File: src/rtl/load_store_unit_if.sv
// Bundle between execute, the load/store unit and the data memory.
//   req_*  : request from execute (valid/ready handshake)
//   mem_*  : word-indexed data memory port (combinational read, level write)
//   resp_* : registered one-cycle write-back response, plus exception
// master = environment side (execute + memory), slave = load_store_unit.
interface load_store_unit_if #(
  parameter int ADDR_WIDTH = 16,
  parameter int DATA_WIDTH = 16
);
  logic                  req_valid;
  logic                  req_ready;
  logic [1:0]            req_op;
  logic [ADDR_WIDTH-1:0] req_addr;
  logic [DATA_WIDTH-1:0] req_wdata;
  logic [3:0]            req_rd;

  logic [ADDR_WIDTH-1:0] mem_addr;
  logic [DATA_WIDTH-1:0] mem_wdata;
  logic                  mem_write;
  logic [DATA_WIDTH-1:0] mem_rdata;

  logic                  resp_valid;
  logic [DATA_WIDTH-1:0] resp_data;
  logic [3:0]            resp_rd;
  logic                  resp_load;
  logic                  exception;

  modport master (
    output req_valid, req_op, req_addr, req_wdata, req_rd, mem_rdata,
    input  req_ready, mem_addr, mem_wdata, mem_write,
    input  resp_valid, resp_data, resp_rd, resp_load, exception
  );

  modport slave (
    input  req_valid, req_op, req_addr, req_wdata, req_rd, mem_rdata,
    output req_ready, mem_addr, mem_wdata, mem_write,
    output resp_valid, resp_data, resp_rd, resp_load, exception
  );
endinterface

File: src/rtl/load_store_unit.sv
// Memory-access stage: accepts one lw/sw/lb/sb request at a time, drives the
// data memory (read-modify-write for sb) and returns a one-cycle response.
// Ports:
//   clk  : rising-edge clock
//   rst  : synchronous, active-low reset
//   bus  : load_store_unit_if.slave (request, memory port, response)
// Out-of-range word indices (>= MEM_SIZE) skip memory access and respond
// with exception=1.
module load_store_unit #(
  parameter int ADDR_WIDTH = 16,
  parameter int DATA_WIDTH = 16,
  parameter int MEM_SIZE   = 3
) (
  input logic              clk,
  input logic              rst,
  load_store_unit_if.slave bus
);

  typedef enum logic [1:0] {IDLE, READ, WRITE, RESP} state_t;
  typedef enum logic [1:0] {OP_LW = 2'b00, OP_SW = 2'b01, OP_LB = 2'b10, OP_SB = 2'b11} op_t;

  state_t                state;
  op_t                   op_q;
  logic                  bsel_q;
  logic [7:0]            wbyte_q;
  logic                  write_q;

  logic [ADDR_WIDTH-1:0] req_widx;
  logic                  req_fault;
  logic [7:0]            rbyte;
  logic [DATA_WIDTH-1:0] rbyte_ext;
  logic [DATA_WIDTH-1:0] merged;

  always_comb begin
    // Byte ops (op[1]=1) address bytes; the word index drops the byte select.
    req_widx  = bus.req_op[1] ? (bus.req_addr >> 1) : bus.req_addr;
    req_fault = req_widx >= ADDR_WIDTH'(MEM_SIZE);
    rbyte     = bus.mem_rdata[{bsel_q, 3'b000} +: 8];
    rbyte_ext = {{(DATA_WIDTH-8){rbyte[7]}}, rbyte};
    merged    = bus.mem_rdata;
    merged[{bsel_q, 3'b000} +: 8] = wbyte_q;
  end

  // The strobe is registered, but gated with rst so an in-flight write is
  // suppressed during the very cycle reset is asserted.
  assign bus.mem_write = write_q & rst;

  always_ff @(posedge clk) begin
    if (!rst) begin
      state          <= IDLE;
      op_q           <= OP_LW;
      bsel_q         <= 1'b0;
      wbyte_q        <= '0;
      write_q        <= 1'b0;
      bus.req_ready  <= 1'b1;
      bus.mem_addr   <= '0;
      bus.mem_wdata  <= '0;
      bus.resp_valid <= 1'b0;
      bus.resp_data  <= '0;
      bus.resp_rd    <= '0;
      bus.resp_load  <= 1'b0;
      bus.exception  <= 1'b0;
    end else begin
      write_q        <= 1'b0;
      bus.resp_valid <= 1'b0;
      bus.resp_load  <= 1'b0;
      bus.exception  <= 1'b0;
      unique case (state)
        IDLE: begin
          if (bus.req_valid && bus.req_ready) begin
            op_q          <= op_t'(bus.req_op);
            bsel_q        <= bus.req_addr[0];
            wbyte_q       <= bus.req_wdata[7:0];
            bus.resp_rd   <= bus.req_rd;
            bus.resp_data <= '0;
            bus.req_ready <= 1'b0;
            if (req_fault) begin
              bus.mem_addr   <= '0;
              bus.resp_valid <= 1'b1;
              bus.exception  <= 1'b1;
              state          <= RESP;
            end else begin
              bus.mem_addr <= req_widx;
              if (op_t'(bus.req_op) == OP_SW) begin
                bus.mem_wdata <= bus.req_wdata;
                write_q       <= 1'b1;
                state         <= WRITE;
              end else begin
                state <= READ;
              end
            end
          end
        end
        READ: begin
          // mem_rdata is captured at the end of READ: either as the merged
          // store word for sb or as the load result.
          if (op_q == OP_SB) begin
            bus.mem_wdata <= merged;
            write_q       <= 1'b1;
            state         <= WRITE;
          end else begin
            bus.resp_data  <= (op_q == OP_LB) ? rbyte_ext : bus.mem_rdata;
            bus.resp_load  <= 1'b1;
            bus.resp_valid <= 1'b1;
            state          <= RESP;
          end
        end
        WRITE: begin
          bus.resp_valid <= 1'b1;
          state          <= RESP;
        end
        RESP: begin
          bus.req_ready <= 1'b1;
          state         <= IDLE;
        end
        default: state <= IDLE;
      endcase
    end
  end

endmodule

File: src/flat_wrapper.sv
// flat-port wrapper written by rule: the top's interface ports become plain ports
module load_store_unit_flat 
#(
  parameter int ADDR_WIDTH = 16,
  parameter int DATA_WIDTH = 16,
  parameter int MEM_SIZE   = 3
)
  (clk, rst, bus_req_valid, bus_req_op, bus_req_addr, bus_req_wdata, bus_req_rd, bus_mem_rdata, bus_req_ready, bus_mem_addr, bus_mem_wdata, bus_mem_write, bus_resp_valid, bus_resp_data, bus_resp_rd, bus_resp_load, bus_exception);
  load_store_unit_if #(.ADDR_WIDTH(ADDR_WIDTH), .DATA_WIDTH(DATA_WIDTH)) bus_i ();
  input logic clk;
  input logic rst;
  input wire logic [$bits(bus_i.req_valid)-1:0] bus_req_valid;
  input wire logic [$bits(bus_i.req_op)-1:0] bus_req_op;
  input wire logic [$bits(bus_i.req_addr)-1:0] bus_req_addr;
  input wire logic [$bits(bus_i.req_wdata)-1:0] bus_req_wdata;
  input wire logic [$bits(bus_i.req_rd)-1:0] bus_req_rd;
  input wire logic [$bits(bus_i.mem_rdata)-1:0] bus_mem_rdata;
  output wire logic [$bits(bus_i.req_ready)-1:0] bus_req_ready;
  output wire logic [$bits(bus_i.mem_addr)-1:0] bus_mem_addr;
  output wire logic [$bits(bus_i.mem_wdata)-1:0] bus_mem_wdata;
  output wire logic [$bits(bus_i.mem_write)-1:0] bus_mem_write;
  output wire logic [$bits(bus_i.resp_valid)-1:0] bus_resp_valid;
  output wire logic [$bits(bus_i.resp_data)-1:0] bus_resp_data;
  output wire logic [$bits(bus_i.resp_rd)-1:0] bus_resp_rd;
  output wire logic [$bits(bus_i.resp_load)-1:0] bus_resp_load;
  output wire logic [$bits(bus_i.exception)-1:0] bus_exception;
  assign bus_i.req_valid = bus_req_valid;
  assign bus_i.req_op = bus_req_op;
  assign bus_i.req_addr = bus_req_addr;
  assign bus_i.req_wdata = bus_req_wdata;
  assign bus_i.req_rd = bus_req_rd;
  assign bus_i.mem_rdata = bus_mem_rdata;
  assign bus_req_ready = bus_i.req_ready;
  assign bus_mem_addr = bus_i.mem_addr;
  assign bus_mem_wdata = bus_i.mem_wdata;
  assign bus_mem_write = bus_i.mem_write;
  assign bus_resp_valid = bus_i.resp_valid;
  assign bus_resp_data = bus_i.resp_data;
  assign bus_resp_rd = bus_i.resp_rd;
  assign bus_resp_load = bus_i.resp_load;
  assign bus_exception = bus_i.exception;
  load_store_unit #(.ADDR_WIDTH(ADDR_WIDTH), .DATA_WIDTH(DATA_WIDTH), .MEM_SIZE(MEM_SIZE)) u_core (.clk(clk), .rst(rst), .bus(bus_i));
endmodule
File: config.mk
export PLATFORM = sky130hd
export DESIGN_NAME = load_store_unit_flat
export DESIGN_NICKNAME = d
export VERILOG_FILES = /design/src/rtl/load_store_unit_if.sv /design/src/rtl/load_store_unit.sv /design/src/flat_wrapper.sv
export SDC_FILE = /design/constraint.sdc
export NUM_CORES = 1
export LEC_CHECK = 0
export BUFFER_PORTS_ARGS = -buffer_cell sky130_fd_sc_hd__buf_2
export CORE_MARGIN = 3
export CORE_UTILIZATION = 35
export CTS_BUF_LIST = sky130_fd_sc_hd__clkbuf_4
export DETAILED_ROUTE_END_ITERATION = 8
export MAX_ROUTING_LAYER = met4
export PLACE_DENSITY_LB_ADDON = 0.08
export SETUP_SLACK_MARGIN = 0.4
export SLEW_MARGIN = 5
export SYNTH_ARGS = -nofsm -noshare
export SYNTH_HDL_FRONTEND = slang
export SYNTH_SLANG_ARGS = --single-unit
File: constraint.sdc
create_clock -name clk -period 5.36 [get_ports clk]
set_input_delay 0.536 -clock clk [delete_from_list [all_inputs] [get_ports clk]]
set_output_delay 0.536 -clock clk [all_outputs]
set_load 0.05 [all_outputs]
# == Word-level counts from Yosys, hierarchy flattened ==
# Cells that the tools add are included.
# op_classes
n_div,0
bitwise_logic,1
shift,3
mux,28
n_addsub,1
multipliers,0
n_eq_ne,11
n_lt_le_gt_ge,1
n_reduce_logical,10
# op_table
cell,n
2-to-1 mux 16 bit,9
case mux 16 bit (2 select lines),2
bitwise mux 16 bit,1
greater-or-equal comparator 16 x 2 -> 1 bit (second input constant),1
variable shift 8 x 6 -> 16 bit (first input constant),1
indexed part select 16 x 5 -> 8 bit,1
indexed part select 8 x 6 -> 16 bit,1
2-to-1 mux 1 bit,9
equality test 2 bit (second input constant),4
case mux 2 bit (4 select lines),1
AND reduction 2 bit,4
2-to-1 mux 2 bit,3
!= test 2 x 1 -> 1 bit (second input constant),3
negation 4 -> 6 bit,1
AND reduction 5 bit,1
equality test 2 x 1 -> 1 bit (second input constant),2
!= test 2 bit (second input constant),2
case mux 1 bit (2 select lines),2
nonzero test 2 bit,2
case mux 1 bit (3 select lines),1
AND reduction 3 bit,1
zero test 2 bit,1
AND 1 bit,1
logical AND 1 bit,1
# word_totals
elab_cells,68
output_inout_bits,57
input_bits,57
latchBits,0
n_memories,0
mem_bits_ro,0
ramBits,0
reg_bits,70

# == Depth between registers and ports, before layout ==
# depth
ltp_word,5
ltp_mapped,9
mapped_depth_nobuf,6

# == Worst setup path after synthesis ==
# Ideal clock, no wire load.
# synth_path
path_kind,reg-to-reg
from,reg u_core.bus.req_ready
to,reg u_core.bus.mem_wdata[0]
path_stages_with_launch,7
setup_ps,145
required_ps,5215
n_path_buf,2
period_less_slack_ps,1980
setup_slack_ps,3380
t_arrival_ps,1835
path_cell_list,dfxtp_1 -> nand3_1 -> nor2_1 -> and3_1 -> buf_6 -> buf_6 -> o311ai_2
# synth_via
elab_chain_cells,3
# synth_lines
element,line,rtl
from (decl),load_store_unit_if.sv:36,"output req_ready, mem_addr, mem_wdata, mem_write,"
from (signal assigned),load_store_unit.sv:55,bus.req_ready <= 1'b1;
from (signal assigned),load_store_unit.sv:76,bus.req_ready <= 1'b0;
from (signal assigned),load_store_unit.sv:113,bus.req_ready <= 1'b1;
logical AND 1 bit,load_store_unit.sv:70,if (bus.req_valid && bus.req_ready) begin
!= test 2 x 1 -> 1 bit (no source line),n/a,
AND reduction 5 bit (no source line),n/a,
to (signal assigned),load_store_unit.sv:85,bus.mem_wdata <= bus.req_wdata;
to (signal assigned),load_store_unit.sv:98,bus.mem_wdata <= merged;
to (decl),load_store_unit_if.sv:36,
# Every way passes these cells.
# A chain may end at the register's enable or synchronous reset.

# == Worst setup path after layout ==
# layout_path
from,reg u_core.state[1]
to,reg u_core.bus.mem_wdata[11]
# layout_via
elab_chain_cells,3
word_cells_on_any_way,9
cone_classes,eq/ne (5); mux (1); reduce/logical (3)
# layout_lines
element,line,rtl
from (decl),load_store_unit.sv:22,state_t state;
from (signal assigned),load_store_unit.sv:50,state <= IDLE;
from (signal assigned),load_store_unit.sv:81,state <= RESP;
from (signal assigned),load_store_unit.sv:87,state <= WRITE;
equality test 2 x 1 -> 1 bit or zero test 2 bit (tied branches),load_store_unit.sv:68,unique case (state)
!= test 2 x 1 -> 1 bit (no source line) (tied with other cells),n/a,
AND reduction 5 bit (no source line),n/a,
# Parallel ways exist; a longest one is shown, timed or not.

==> impl_metrics.py <==
metrics = {
    "run_status": {
        "run_status": "finished, final reports clean",
    },
    "cts": {
        "cts-htree-levels": 3,
        "cts.path.max_buffers": 2,
        "holdBufCountCts": 0,
        "tritoncts_num_sinks": 70,
        "postCtsResizedCells": 0,
        "cts_tree": "done",
        "clk_latency_ns": 0.42,
        "cts_inserted_buffers": 9,
        "clk_pin_slew_worst_paths_ns": 0.13,
        "post_cts_buffers": 0,
        "ctsRootBufferMaster": "clkbuf_4",
    },
    "synth": {
        "syn-mean-instance-area_um2": 8.547,
        "synthesis.yosys.warnings": 0,
        "synth_top_area_cell": "dfxtp_1",
        "synth_edf_count": 0,
        "synth_top_cells_by_count": "dfxtp_1, nand2_1, a21oi_1",
        "synth_cells": 415,
        "synth.most_common_cell": "dfxtp_1",
        "postSynth.asyncResetShare_pct": 0,
        "synth_ff_type": "dfxtp_1",
        "ys_types": 42,
        "yosys_register_bits": 70,
        "netlist_area_um2": 3547,
        "synth-seq-area-share_pct": 39.51,
        "synth_fp_nets": 476,
        "synth.area.top_cells": "dfxtp_1, nand2_1, a21oi_1",
        "synth_top_area_share_pct": 39.51,
    },
    "placement": {
        "gp_routability_congestion": 0.7861,
        "post-dp-hpwl_mm": 7.368,
        "io_buffers": 113,
    },
    "power_and_ir_drop": {
        "switching_share_pct": 45.71,
        "power.share.sequential_pct": 33.6,
        "power.density_nw_per_um2": 474.9,
        "p_leak_nw": 1.819,
        "clkPwrFrac_pct": 21.2,
        "p_int_mw": 1.117,
        "net-switching-power_uw": 940.5,
        "total_power_mw": 2.057,
        "ir_worst_vdd_v": 0.0002185,
        "combPwrFrac_pct": 45.2,
    },
    "route": {
        "drt_drc_violations_left": 0,
        "route.detailed.vias_per_inst": 5.326,
        "finalWirelength_mm": 10.74,
        "drtIter0Drc": 187,
        "detailroute.via_count": 3430,
        "avgRoutedWirePerCell_um": 16.67,
        "detailedRoute.firstPassIterationCount": 4,
        "antenna_violating_nets_post_route": 0,
    },
    "timing": {
        "achievable-frequency_ghz": 0.3238,
        "timing.slew.headroom_pct": 27.05,
        "final_critical_path_share_of_the_clock_period_pct": 57.63,
        "fin_crit_ns": 3.089,
        "fin_worst_skew_ns": 0.02086,
        "rsz_0062_raised_after_global_routing": "no",
        "setup_total_negative_slack_ns": 0,
        "timing_max_transition_violations_final": 0,
        "transition_at_the_pin_with_the_smallest_max_transition_slack_ns": 1.090,
        "hold_viol": 0,
        "setup_viol_count_final": 0,
    },
    "finish": {
        "flow.area_growth_from_synthesis_pct": 22.12,
        "drive_gt1_share_pct": 30.53,
        "antenna_diodes": 0,
        "final_nets": 567,
        "fillCellCount": 1042,
    },
    "grt": {
        "initial_antenna_violation_count": 0,
        "pin_count_of_the_biggest_net_entering_global_routing": 55,
        "via_count_of_the_first_global_routing_pass": 3182,
        "global_route.overflow_total": 0,
        "grt.total_usage_pct": 19.26,
        "grt_first_pass_wirelength_mm": 16.82,
    },
    "floorplanning": {
        "rows": 36,
        "fp.dieArea_um2": 11380,
        "io_pins": 114,
        "placeableCoreArea_um2": 9819,
        "die_width_um": 106.7,
        "dieHeight_um": 106.7,
        "initial_core_util_pct": 36.12,
    },
    "setup_path": {
        "critPathLaunchType": "flip-flop",
        "worstPathArrival_ns": 3.41,
        "critical_path.endpoint_type": "flip-flop",
        "worst-setup-path-type": "reg2reg",
        "worst-endpoint-required_ns": 5.68,
        "crit_path_max_fanout": 52,
    },
    "flow_run": {
        "cap_violations": 0,
    },
    "min_path": {
        "hold_path_class": "in2reg",
    },
}
[state kept, by name (all words and copies together), names as in the netlist, 2 cells and up]
register and flops:
u_core.bus.mem_addr 16, u_core.bus.mem_wdata 16, u_core.bus.resp_data 16, u_core.wbyte_q 8
u_core.bus.resp_rd 4, u_core.op_q 2, u_core.state 2
[area by class of cell]
cell class                      instances  area, um^2  area share (%)
Multi-Input combinational cell        299        1938           44.74
Clock inverter                          6       110.1           2.542
Sequential cell                        70        1401           32.35
Inverter                                6       22.52          0.5199
Timing Repair Buffer                  120       618.1           14.27
Tap cell                              133       166.4           3.842
Clock buffer                           10       75.07           1.733
[final timing paths]
kind                            from                  endpoint  slack, ns  depth (start not counted)
max reg2reg          u_core.state[1]  u_core.bus.mem_wdata[11]       2.27                          7
min                    bus_req_rd[2]     u_core.bus.resp_rd[2]       0.36                          3
min reg2reg  u_core.bus.resp_data[7]   u_core.bus.resp_data[7]       0.46                          2
max                  u_core.state[1]  u_core.bus.mem_wdata[11]       2.27                          7
[critical path, stage by stage (launching register included)]
cell and delay (ns):
dfxtp_1 0.35, inv_1 0.09, ha_1 0.14, buf_4 0.38, and2b_1 0.71, nor3b_2 0.99, a32oi_1 0.16, o311ai_2 0.15
[layout by cell type (no fill, tap or decap), types with 2 or more instances in the layout]
cell type	synthesis	layout
a2111oi_0	16	16
a21oi_1	46	46
a22oi_1	6	6
a32oi_1	16	16
and2_1	3	3
and3_1	16	16
buf_2	6	113
buf_4	3	7
bufinv_16	0	3
clkbuf_4	0	10
dfxtp_1	70	70
ha_1	4	4
inv_1	6	6
mux2_2	8	8
mux2i_1	18	18
nand2_1	62	62
nand3_1	3	3
nand4_1	18	18
nor2_1	25	25
nor2b_1	12	12
nor3_1	2	2
nor4_1	2	2
o21ai_0	11	11
o311ai_0	7	7
o311ai_2	9	9
[per-stage QoR]
| stage | hold WS, ns | setup WS [ns] | std cells | util (%) | instance area, um^2 |
|---|---|---|---|---|---|
| after floorplan | 0.4483 | 3.380 | 415 | - | 3547 |
| after global placement | 0.4395 | 2.413 | 628 | 42.23 | 4146 |
| after detailed placement | 0.4425 | 2.325 | 628 | 42.23 | 4146 |
| after CTS | 0.3316 | 2.298 | 644 | 44.11 | 4332 |
| after global routing | 0.3284 | 1.956 | 644 | 44.11 | 4332 |
| final | 0.3604 | 2.271 | 644 | 44.11 | 4332 |
[power by group through the flow]
stage                     sequential [mW]  combinational (mW)  clock (mW)
after floorplan                     0.935               0.473           0
after CTS                           0.693               0.935       0.452
after global routing                0.709                1.02       0.469
final                               0.691               0.930       0.435
after detailed placement            0.705               0.931           0
after global placement              0.702               0.924           0
[cells by family after synthesis]
group                      count (synthesis)  share of synthesized area [%]
buffers and inverters                     46                          5.855
muxes                                     26                          7.619
adders and majority gates                  4                          1.411
DFF                                       70                          39.51
AOI/OAI and AO/OA                        119                          25.08
and+or+nand+nor                          150                          20.53
[routing by layer]
metal | wire length, um | global-route usage, % | vias to the layer above
met5 | 0 | - | -
met4 | 109 | 4.110 | 0
met3 | 503 | 4.275 | 10
met2 | 5049 | 29.09 | 92
met1 | 5072 | 26.63 | 1603
li1 | - | - | 1725
(Power assumes the default switching activity.)
